--- src/rtl/nav_ram_sched.sv ---
// ============================================================================
// nav_ram_sched : single-port nav-record RAM scheduler (skid write, RR arb)
// Optional: NAV_SCHED_WRAP_EN selects ring-buffer mode.   Revision: 1.0
// ============================================================================
`default_nettype none

module nav_ram_sched #(
  parameter int DW     = 93,
  parameter int AW     = 8,
  parameter int DEPTH  = 256,
  parameter int RD_LAT = 1
) (
  input  logic          clk,
  input  logic          rst_n,
  input  logic          wr_req_i,
  input  logic [DW-1:0] wr_data_i,
  input  logic          rd_req_i,
  input  logic [AW-1:0] rd_addr_i,
  output logic          rd_valid_o,
  output logic [DW-1:0] rd_data_o,
  output logic          rd_err_o,
  output logic          ram_en_o,
  output logic          ram_we_o,
  output logic [AW-1:0] ram_addr_o,
  output logic [DW-1:0] ram_wdata_o,
  input  logic [DW-1:0] ram_rdata_i,
  output logic [AW-1:0] wr_ptr_o,
  output logic [AW:0]   rec_cnt_o,
  output logic          ovf_o,
  input  logic          ovf_clr_i
);

  typedef enum logic [2:0] {
    S_IDLE = 3'd0,
    S_WR   = 3'd1,
    S_RD   = 3'd2,
    S_RW   = 3'd3,
    S_RSP  = 3'd4,
    S_ERR  = 3'd5
  } state_t;

  localparam logic [AW:0] DEPTH_C  = (AW+1)'(DEPTH);
  localparam logic [1:0]  LAT_LAST = 2'(RD_LAT - 1);

  state_t          state_q, state_d;
  logic            buf_full_q, buf_full_d;
  logic [DW-1:0]   buf_q, buf_d;
  logic            last_wr_q, last_wr_d;
  logic [AW-1:0]   wr_ptr_q, wr_ptr_d;
  logic [AW:0]     rec_cnt_q, rec_cnt_d;
  logic            ovf_q, ovf_d;
  logic [1:0]      lat_q, lat_d;
  logic [DW-1:0]   rd_data_q, rd_data_d;
  logic            ram_en_q, ram_we_q;
  logic [AW-1:0]   ram_addr_q;
  logic [DW-1:0]   ram_wdata_q;

  logic            full;
  logic            wr_grant;
  logic            rd_oob;
  logic            wr_accept;
  logic [AW-1:0]   wr_ptr_inc;

`ifdef NAV_SCHED_WRAP_EN
  localparam logic [AW-1:0] PTR_LAST = AW'(DEPTH - 1);
  assign full       = 1'b0;
  assign wr_ptr_inc = (wr_ptr_q == PTR_LAST) ? '0 : wr_ptr_q + AW'(1);
`else
  localparam logic [AW+1:0] DEPTH_W = (AW+2)'(DEPTH);
  // A record waiting in the skid buffer already owns a slot.
  assign full       = ({1'b0, rec_cnt_q} + {{(AW+1){1'b0}}, buf_full_q}) >= DEPTH_W;
  assign wr_ptr_inc = wr_ptr_q + AW'(1);
`endif

  assign wr_grant  = buf_full_q && (!rd_req_i || !last_wr_q);
  assign rd_oob    = {1'b0, rd_addr_i} >= rec_cnt_q;
  assign wr_accept = !full && (!buf_full_q || (state_q == S_WR));

  always_comb begin
    state_d    = state_q;
    buf_full_d = buf_full_q;
    buf_d      = buf_q;
    last_wr_d  = last_wr_q;
    wr_ptr_d   = wr_ptr_q;
    rec_cnt_d  = rec_cnt_q;
    ovf_d      = ovf_q;
    lat_d      = lat_q;
    rd_data_d  = rd_data_q;

    case (state_q)
      S_IDLE: begin
        if (wr_grant) begin
          state_d   = S_WR;
          last_wr_d = 1'b1;
        end else if (rd_req_i) begin
          state_d   = rd_oob ? S_ERR : S_RD;
          last_wr_d = 1'b0;
        end
      end
      S_WR: begin
        buf_full_d = 1'b0;
        wr_ptr_d   = wr_ptr_inc;
        if (rec_cnt_q != DEPTH_C) rec_cnt_d = rec_cnt_q + (AW+1)'(1);
        state_d    = S_IDLE;
      end
      S_RD: begin
        lat_d   = '0;
        state_d = S_RW;
      end
      S_RW: begin
        if (lat_q == LAT_LAST) begin
          rd_data_d = ram_rdata_i;
          state_d   = S_RSP;
        end else begin
          lat_d = lat_q + 2'd1;
        end
      end
      S_RSP, S_ERR: state_d = S_IDLE;
      default:      state_d = S_IDLE;
    endcase

    // Capture after the drain so a same-edge refill in S_WR keeps the buffer full.
    if (wr_req_i && wr_accept) begin
      buf_full_d = 1'b1;
      buf_d      = wr_data_i;
    end

    if (wr_req_i && !wr_accept) ovf_d = 1'b1;
    else if (ovf_clr_i)         ovf_d = 1'b0;
  end

  always_ff @(posedge clk or negedge rst_n) begin
    if (!rst_n) begin
      state_q     <= S_IDLE;
      buf_full_q  <= 1'b0;
      buf_q       <= '0;
      last_wr_q   <= 1'b0;
      wr_ptr_q    <= '0;
      rec_cnt_q   <= '0;
      ovf_q       <= 1'b0;
      lat_q       <= '0;
      rd_data_q   <= '0;
      ram_en_q    <= 1'b0;
      ram_we_q    <= 1'b0;
      ram_addr_q  <= '0;
      ram_wdata_q <= '0;
    end else begin
      state_q    <= state_d;
      buf_full_q <= buf_full_d;
      buf_q      <= buf_d;
      last_wr_q  <= last_wr_d;
      wr_ptr_q   <= wr_ptr_d;
      rec_cnt_q  <= rec_cnt_d;
      ovf_q      <= ovf_d;
      lat_q      <= lat_d;
      rd_data_q  <= rd_data_d;
      ram_en_q   <= (state_d == S_WR) || (state_d == S_RD);
      ram_we_q   <= (state_d == S_WR);
      if (state_d == S_WR) begin
        ram_addr_q  <= wr_ptr_q;
        ram_wdata_q <= buf_q;
      end else if (state_d == S_RD) begin
        ram_addr_q  <= rd_addr_i;
      end
    end
  end

  assign rd_valid_o  = (state_q == S_RSP) || (state_q == S_ERR);
  assign rd_err_o    = (state_q == S_ERR);
  assign rd_data_o   = (state_q == S_RSP) ? rd_data_q : '0;
  assign ram_en_o    = ram_en_q;
  assign ram_we_o    = ram_we_q;
  assign ram_addr_o  = ram_addr_q;
  assign ram_wdata_o = ram_wdata_q;
  assign wr_ptr_o    = wr_ptr_q;
  assign rec_cnt_o   = rec_cnt_q;
  assign ovf_o       = ovf_q;

endmodule

`default_nettype wire

--- config.mk ---
export PLATFORM = sky130hd
export DESIGN_NAME = nav_ram_sched
export DESIGN_NICKNAME = d
export VERILOG_FILES = /design/src/rtl/nav_ram_sched.sv
export SDC_FILE = /design/constraint.sdc
export NUM_CORES = 1
export LEC_CHECK = 0
export CORE_ASPECT_RATIO = 0.7
export CORE_UTILIZATION = 35
export CTS_BUF_LIST = sky130_fd_sc_hd__clkbuf_4
export CTS_CLUSTER_DIAMETER = 150
export DETAILED_ROUTE_END_ITERATION = 6
export PLACE_DENSITY_LB_ADDON = 0.08
export SYNTH_ARGS = -nofsm -noshare
export SYNTH_HDL_FRONTEND = slang
export SYNTH_SLANG_ARGS = --single-unit
export TNS_END_PERCENT = 50
--- constraint.sdc ---
create_clock -name clk -period 2.4 [get_ports clk]
set_input_delay 0.36 -clock clk [delete_from_list [all_inputs] [get_ports clk]]
set_output_delay 0.36 -clock clk [all_outputs]
set_load 0.1 [all_outputs]
Word level (Yosys, flattened, before mapping)
Index checks and enable logic that the tools add are counted.

Reduce and logical (&&, ||, !) cells: 24. Add/sub/neg operators: 4. Equality and inequality tests: 9. $lt $le $gt $ge: 2. Muxes and demuxes: 16.

Operators with widths (number): $mux W93 (1); $mux W8 (2); $mux W3 (4); $add A9 B1 Y10 (1); $ge A10 B9 Y1 const B (1); $reduce_bool A2 Y1 (5); $add A9 B1 Y9 const B (1); $eq A3 B2 Y1 const B (3); $ge A8 B9 Y1 (1); $ne A9 B9 Y1 const B (1); $pmux W3 S3 (1); $add A8 B1 Y8 const B (1); $reduce_and A2 Y1 (4); $eq A3 B1 Y1 const B (2); $eq A3 B3 Y1 const B (2); $mux W1 (6); $logic_not A1 Y1 (5); $logic_and A1 B1 Y1 (4); $logic_or A1 B1 Y1 (4); $pmux W2 S2 (1); $logic_not A3 Y1 (1); $add A2 B1 Y2 const B (1); $logic_not A2 Y1 (1); $mux W2 (1); $ne A2 B2 Y1 const B (1).

Input port bits: 199. Output and inout port bits: 216. Bits in registers: 314. Logic and storage cells: 68.

Logic depth before layout (Yosys ltp)
Depth after elaboration: 8. Depth in mapped cells: 8. Mapped depth without buffers: 7.

Least setup slack after synthesis
Ideal clock, no wire load.

Path type: reg-to-output. Start point: register state_q[2]. End point: output port rd_data_o[84]. Arrival: 2.590 ns. Path slack: -0.550 ns. Buffers on the path: 1. Cell stages (with the launch flop): 4. Data required time: 2.040 ns. Cell sequence: dfrtp_1 -> nor2b_1 -> clkbuf_1 -> and3_1.

Longest elaborated chain between the ends: 2.

Ends and longest elaborated chain: from (decl) (line 45) `state_t state_q, state_d;`; from (signal assigned) (line 148) `state_q <= state_d;`; $eq A3 B3 Y1 (line 170) `assign rd_data_o = (state_q == S_RSP) ? rd_data_q : '0;`; $mux W93 (line 170); to (decl) (line 20) `output logic [DW-1:0] rd_data_o,`.

No other way between the ends.

Worst setup path in the final report
Start point: register state_q[1]. End point: output port rd_data_o[52].

The elaborated chain is that of the path after synthesis.

==> metrics.txt <==
# TYPE chip_impl_metric gauge
chip_impl_metric{name="yosys_register_bits",unit=""} 314
chip_impl_metric{name="design.die.area",unit="sq mm"} 0.03724
chip_impl_info{name="worstSetupPathType",value="flop to primary output"} 1
chip_impl_metric{name="max_slew_margin",unit=""} 0.7173
chip_impl_metric{name="tritoncts.num_buffers",unit=""} 82
chip_impl_metric{name="max_cap_violations",unit=""} 0
chip_impl_metric{name="dp_slack",unit="ps"} -109.5
chip_impl_metric{name="timing_worst_slew_pin_value",unit="ps"} 420.1
chip_impl_info{name="critical-path-top-delay-family",value="buffers and inverters"} 1
chip_impl_metric{name="synthesis.area_per_instance",unit="sq um"} 11.98
chip_impl_metric{name="grt_overflow",unit=""} 0
chip_impl_metric{name="post-route-worst-setup-slack",unit="ps"} -23.06
chip_impl_metric{name="fin_hold_ws",unit="ps"} 138.9
chip_impl_info{name="grt_setup_unrepaired",value="true"} 1
chip_impl_metric{name="pins_over_slew_limit",unit=""} 0
chip_impl_info{name="synth_top_flop_cell",value="sky130_fd_sc_hd__dfrtp_1"} 1
chip_impl_metric{name="period_needed",unit="ps"} 2423
chip_impl_info{name="timing.critical_path.from_type",value="flop"} 1
chip_impl_metric{name="synth.top_cell.area_share",unit=""} 0.6158
chip_impl_metric{name="die_w",unit="microns"} 230.2
chip_impl_metric{name="grt_antenna_before_repair",unit=""} 4
chip_impl_metric{name="cp.arrival",unit="ps"} 2060
chip_impl_metric{name="cts_htree_levels",unit=""} 3
chip_impl_info{name="cts_root_buffer",value="sky130_fd_sc_hd__clkbuf_4"} 1
chip_impl_metric{name="starting_density_of_the_core",unit=""} 0.3552
chip_impl_info{name="layout_common_cells",value="sky130_fd_sc_hd__dfrtp_1, sky130_fd_sc_hd__nand2_1, sky130_fd_sc_hd__clkdlybuf4s50_1"} 1
chip_impl_info{name="tritoncts",value="done"} 1
chip_impl_metric{name="dp_hpwl",unit="microns"} 25240
chip_impl_metric{name="route.antenna.remaining_nets",unit=""} 0
chip_impl_metric{name="post-route-period-util",unit=""} 1.010
chip_impl_metric{name="synth.lib_cells_used.distinct",unit=""} 39
chip_impl_info{name="netlist_top_cells_area",value="sky130_fd_sc_hd__dfrtp_1, sky130_fd_sc_hd__mux2_2, sky130_fd_sc_hd__nand2_1, sky130_fd_sc_hd__mux2_1, sky130_fd_sc_hd__and3_1"} 1
chip_impl_metric{name="netlist_area",unit="sq mm"} 0.01276
chip_impl_info{name="result_of_the_run",value="finished with violations"} 1
chip_impl_metric{name="synth-async-reset-ratio",unit=""} 1.000
chip_impl_metric{name="floorplan.rows",unit=""} 58
chip_impl_metric{name="clk_path_buf_depth",unit=""} 3
chip_impl_metric{name="final_layout_size_suffix_gt1_frac",unit=""} 0.3861
chip_impl_metric{name="synth_enable_flop_cells",unit=""} 0
chip_impl_info{name="critical-path-slowest-cell",value="sky130_fd_sc_hd__dfrtp_2"} 1
chip_impl_metric{name="cts.sink_count",unit=""} 314
chip_impl_metric{name="grt_pass1_vias",unit=""} 9952
chip_impl_metric{name="critical-path-max-stage-delay",unit="ps"} 420
chip_impl_metric{name="detail_route.iter0.violations",unit=""} 363
chip_impl_metric{name="global_route_wire_length_before_repair",unit="microns"} 59800
chip_impl_metric{name="route.detailed.drc",unit=""} 0
chip_impl_metric{name="fin_nets",unit=""} 1762
chip_impl_metric{name="clk-insertion-delay-late",unit="ps"} 740
chip_impl_metric{name="syn-instance-count",unit=""} 1065
chip_impl_metric{name="avgRoutedWirePerCell",unit="microns"} 19.19
chip_impl_info{name="path_cells",value="nor2b_4 > buf_4 > clkbuf_16 > and3_4 > buf_12"} 1
chip_impl_metric{name="first_pass_iters",unit=""} 5
chip_impl_metric{name="timing.fmax",unit="GHz"} 0.4127
chip_impl_metric{name="dieHeight",unit="microns"} 161.8
chip_impl_metric{name="routed-via-count",unit=""} 9856
chip_impl_metric{name="areaGrowthSynthToFinish",unit="%"} 58.19
chip_impl_metric{name="grt_start_max_net_pins",unit=""} 63
chip_impl_metric{name="numPlacedInstances",unit=""} 1929
chip_impl_info{name="failed_checks",value="setup timing"} 1
chip_impl_metric{name="fin_skew",unit="ps"} 37.52
chip_impl_metric{name="ys.warnings.count",unit=""} 0
chip_impl_info{name="worst_hold_path_type",value="primary input to asynchronous set/reset pin"} 1
chip_impl_metric{name="timing.final.hold_violations",unit=""} 0
chip_impl_metric{name="setup-violations-final",unit=""} 42
chip_impl_info{name="most_common_library_cell_in_the_layout_ignoring_fill_and_taps",value="sky130_fd_sc_hd__dfrtp_1"} 1
chip_impl_metric{name="route.final.wire_length",unit="microns"} 40210
chip_impl_metric{name="worst_setup_hold_path_clk_slew",unit="ps"} 60
chip_impl_metric{name="gp_congestion",unit=""} 0.7720
chip_impl_info{name="critical_path.endpoint_type",value="primary output"} 1
chip_impl_metric{name="post_layout_nonfiller_instances",unit=""} 2095
chip_impl_metric{name="footprint_of_the_multi_input_gates",unit="sq mm"} 0.004986
chip_impl_metric{name="synth.net_count",unit=""} 1276
chip_impl_metric{name="crit_path_max_fanout",unit=""} 12
chip_impl_metric{name="n_fill_cell",unit=""} 3085
chip_impl_metric{name="ff_latch_area",unit="sq mm"} 0.007870
chip_impl_metric{name="critical_path_buf_inv_count",unit=""} 3
chip_impl_metric{name="global_route_total_usage_across_every_layer",unit=""} 0.2115
chip_impl_metric{name="placement.io_buffers",unit=""} 414
chip_impl_metric{name="worst_ep_required_time",unit="ps"} 2040
chip_impl_metric{name="synth_seq_area_share",unit=""} 0.6158
chip_impl_info{name="synth.largest_area_cell",value="sky130_fd_sc_hd__dfrtp_1"} 1
chip_impl_metric{name="avgViaCountPerCell",unit=""} 4.705
chip_impl_metric{name="timing.setup.tns",unit="ps"} -440.7
chip_impl_metric{name="design.core.area",unit="sq mm"} 0.03592
chip_impl_metric{name="num_io_pins",unit=""} 415
==> routing by layer <==
layer | routed length, microns | track usage | vias up
li1 | - | - | 4633
met1 | 18080 | 0.2806 | 4883
met2 | 18570 | 0.3230 | 278
met3 | 2641 | 0.07093 | 62
met4 | 924 | 0.07435 | 0
met5 | 0 | 0 | -
==> cells in the mapped netlist, types with 8 or more instances <==
cell type                  number
sky130_fd_sc_hd__dfrtp_1      314
sky130_fd_sc_hd__nand2_1      293
sky130_fd_sc_hd__mux2_2       127
sky130_fd_sc_hd__and3_1        95
sky130_fd_sc_hd__mux2_1        59
sky130_fd_sc_hd__clkbuf_1      40
sky130_fd_sc_hd__inv_1         17
sky130_fd_sc_hd__xnor2_1       13
sky130_fd_sc_hd__ha_1          12
sky130_fd_sc_hd__and2_1        10
sky130_fd_sc_hd__buf_2         10
sky130_fd_sc_hd__a221o_1        8
==> layout make-up <==
| type | count | share of cell area |
|---|---|---|
| Antenna cell | 4 | 0.0004959 |
| Clock buffer | 117 | 0.04352 |
| Clock inverter | 27 | 0.009050 |
| Inverter | 17 | 0.003595 |
| Multi-Input combinational cell | 672 | 0.2470 |
| Sequential cell | 314 | 0.3899 |
| Tap cell | 480 | 0.02975 |
| Timing Repair Buffer | 464 | 0.2767 |
==> worst paths after layout <==
check                                 startpoint                          end  slack (ps)  cells after the start
max in group asynchronous                  rst_n     rd_data_q[7]$_DFFE_PN0P_        1560                      3
min in group clk                   wr_data_i[49]        buf_q[49]$_DFFE_PN0P_         210                      2
max                         state_q[1]$_DFF_PN0_                rd_data_o[52]         -20                      5
min reg2reg                buf_q[73]$_DFFE_PN0P_  ram_wdata_o[73]$_DFFE_PN0N_         450                      2
min                                        rst_n  ram_wdata_o[70]$_DFFE_PN0N_         140                      2
max reg2reg                 state_q[1]$_DFF_PN0_        buf_q[18]$_DFFE_PN0P_         160                      8
==> logic make-up (layout without fill, tap and decap cells) <==
kind of cell,Yosys count,after routing,synth area share
other,0,4,0
DFF,314,314,0.6158
muxes,186,186,0.1641
and+or+nand+nor,429,429,0.1529
adders and majority gates,12,12,0.01177
buffers and inverters,79,625,0.02804
AOI/OAI and AO/OA,30,30,0.01706
xor gates and xnor gates,15,15,0.01030
==> metrics by stage <==
step                  util  instance area [sq um]
floorplan                -                  12780
finish              0.5619                  20180
global placement    0.5102                  18330
global route        0.5618                  20180
detailed placement  0.5102                  18330
CTS                 0.5542                  19910
==> sequential cells by signal, summed over array words and instances, names as in the netlist <==
| name | count |
|---|---|
| buf_q | 93 |
| rec_cnt_o | 9 |
| lat_q | 2 |
| last_wr_q | 1 |
| wr_ptr_o | 8 |
| ram_addr_o | 8 |
| buf_full_q | 1 |
| ram_we_o | 1 |
| ram_wdata_o | 93 |
| state_q | 3 |
| ovf_o | 1 |
| ram_en_o | 1 |
| rd_data_q | 93 |
==> what timing repair did <==
item	4_1_cts	5_1_grt
hold endpoints to repair	314	0
resized for setup	67	29
hold buffers	1	0
buffers inserted	4	1
pin swaps	18	0
endpoints found under the setup margin	95	94
gates cloned	7	5
Power is left out: the tool's default activity adds up to more than one toggle a clock period on the data nets, which glitch-free logic cannot reach.
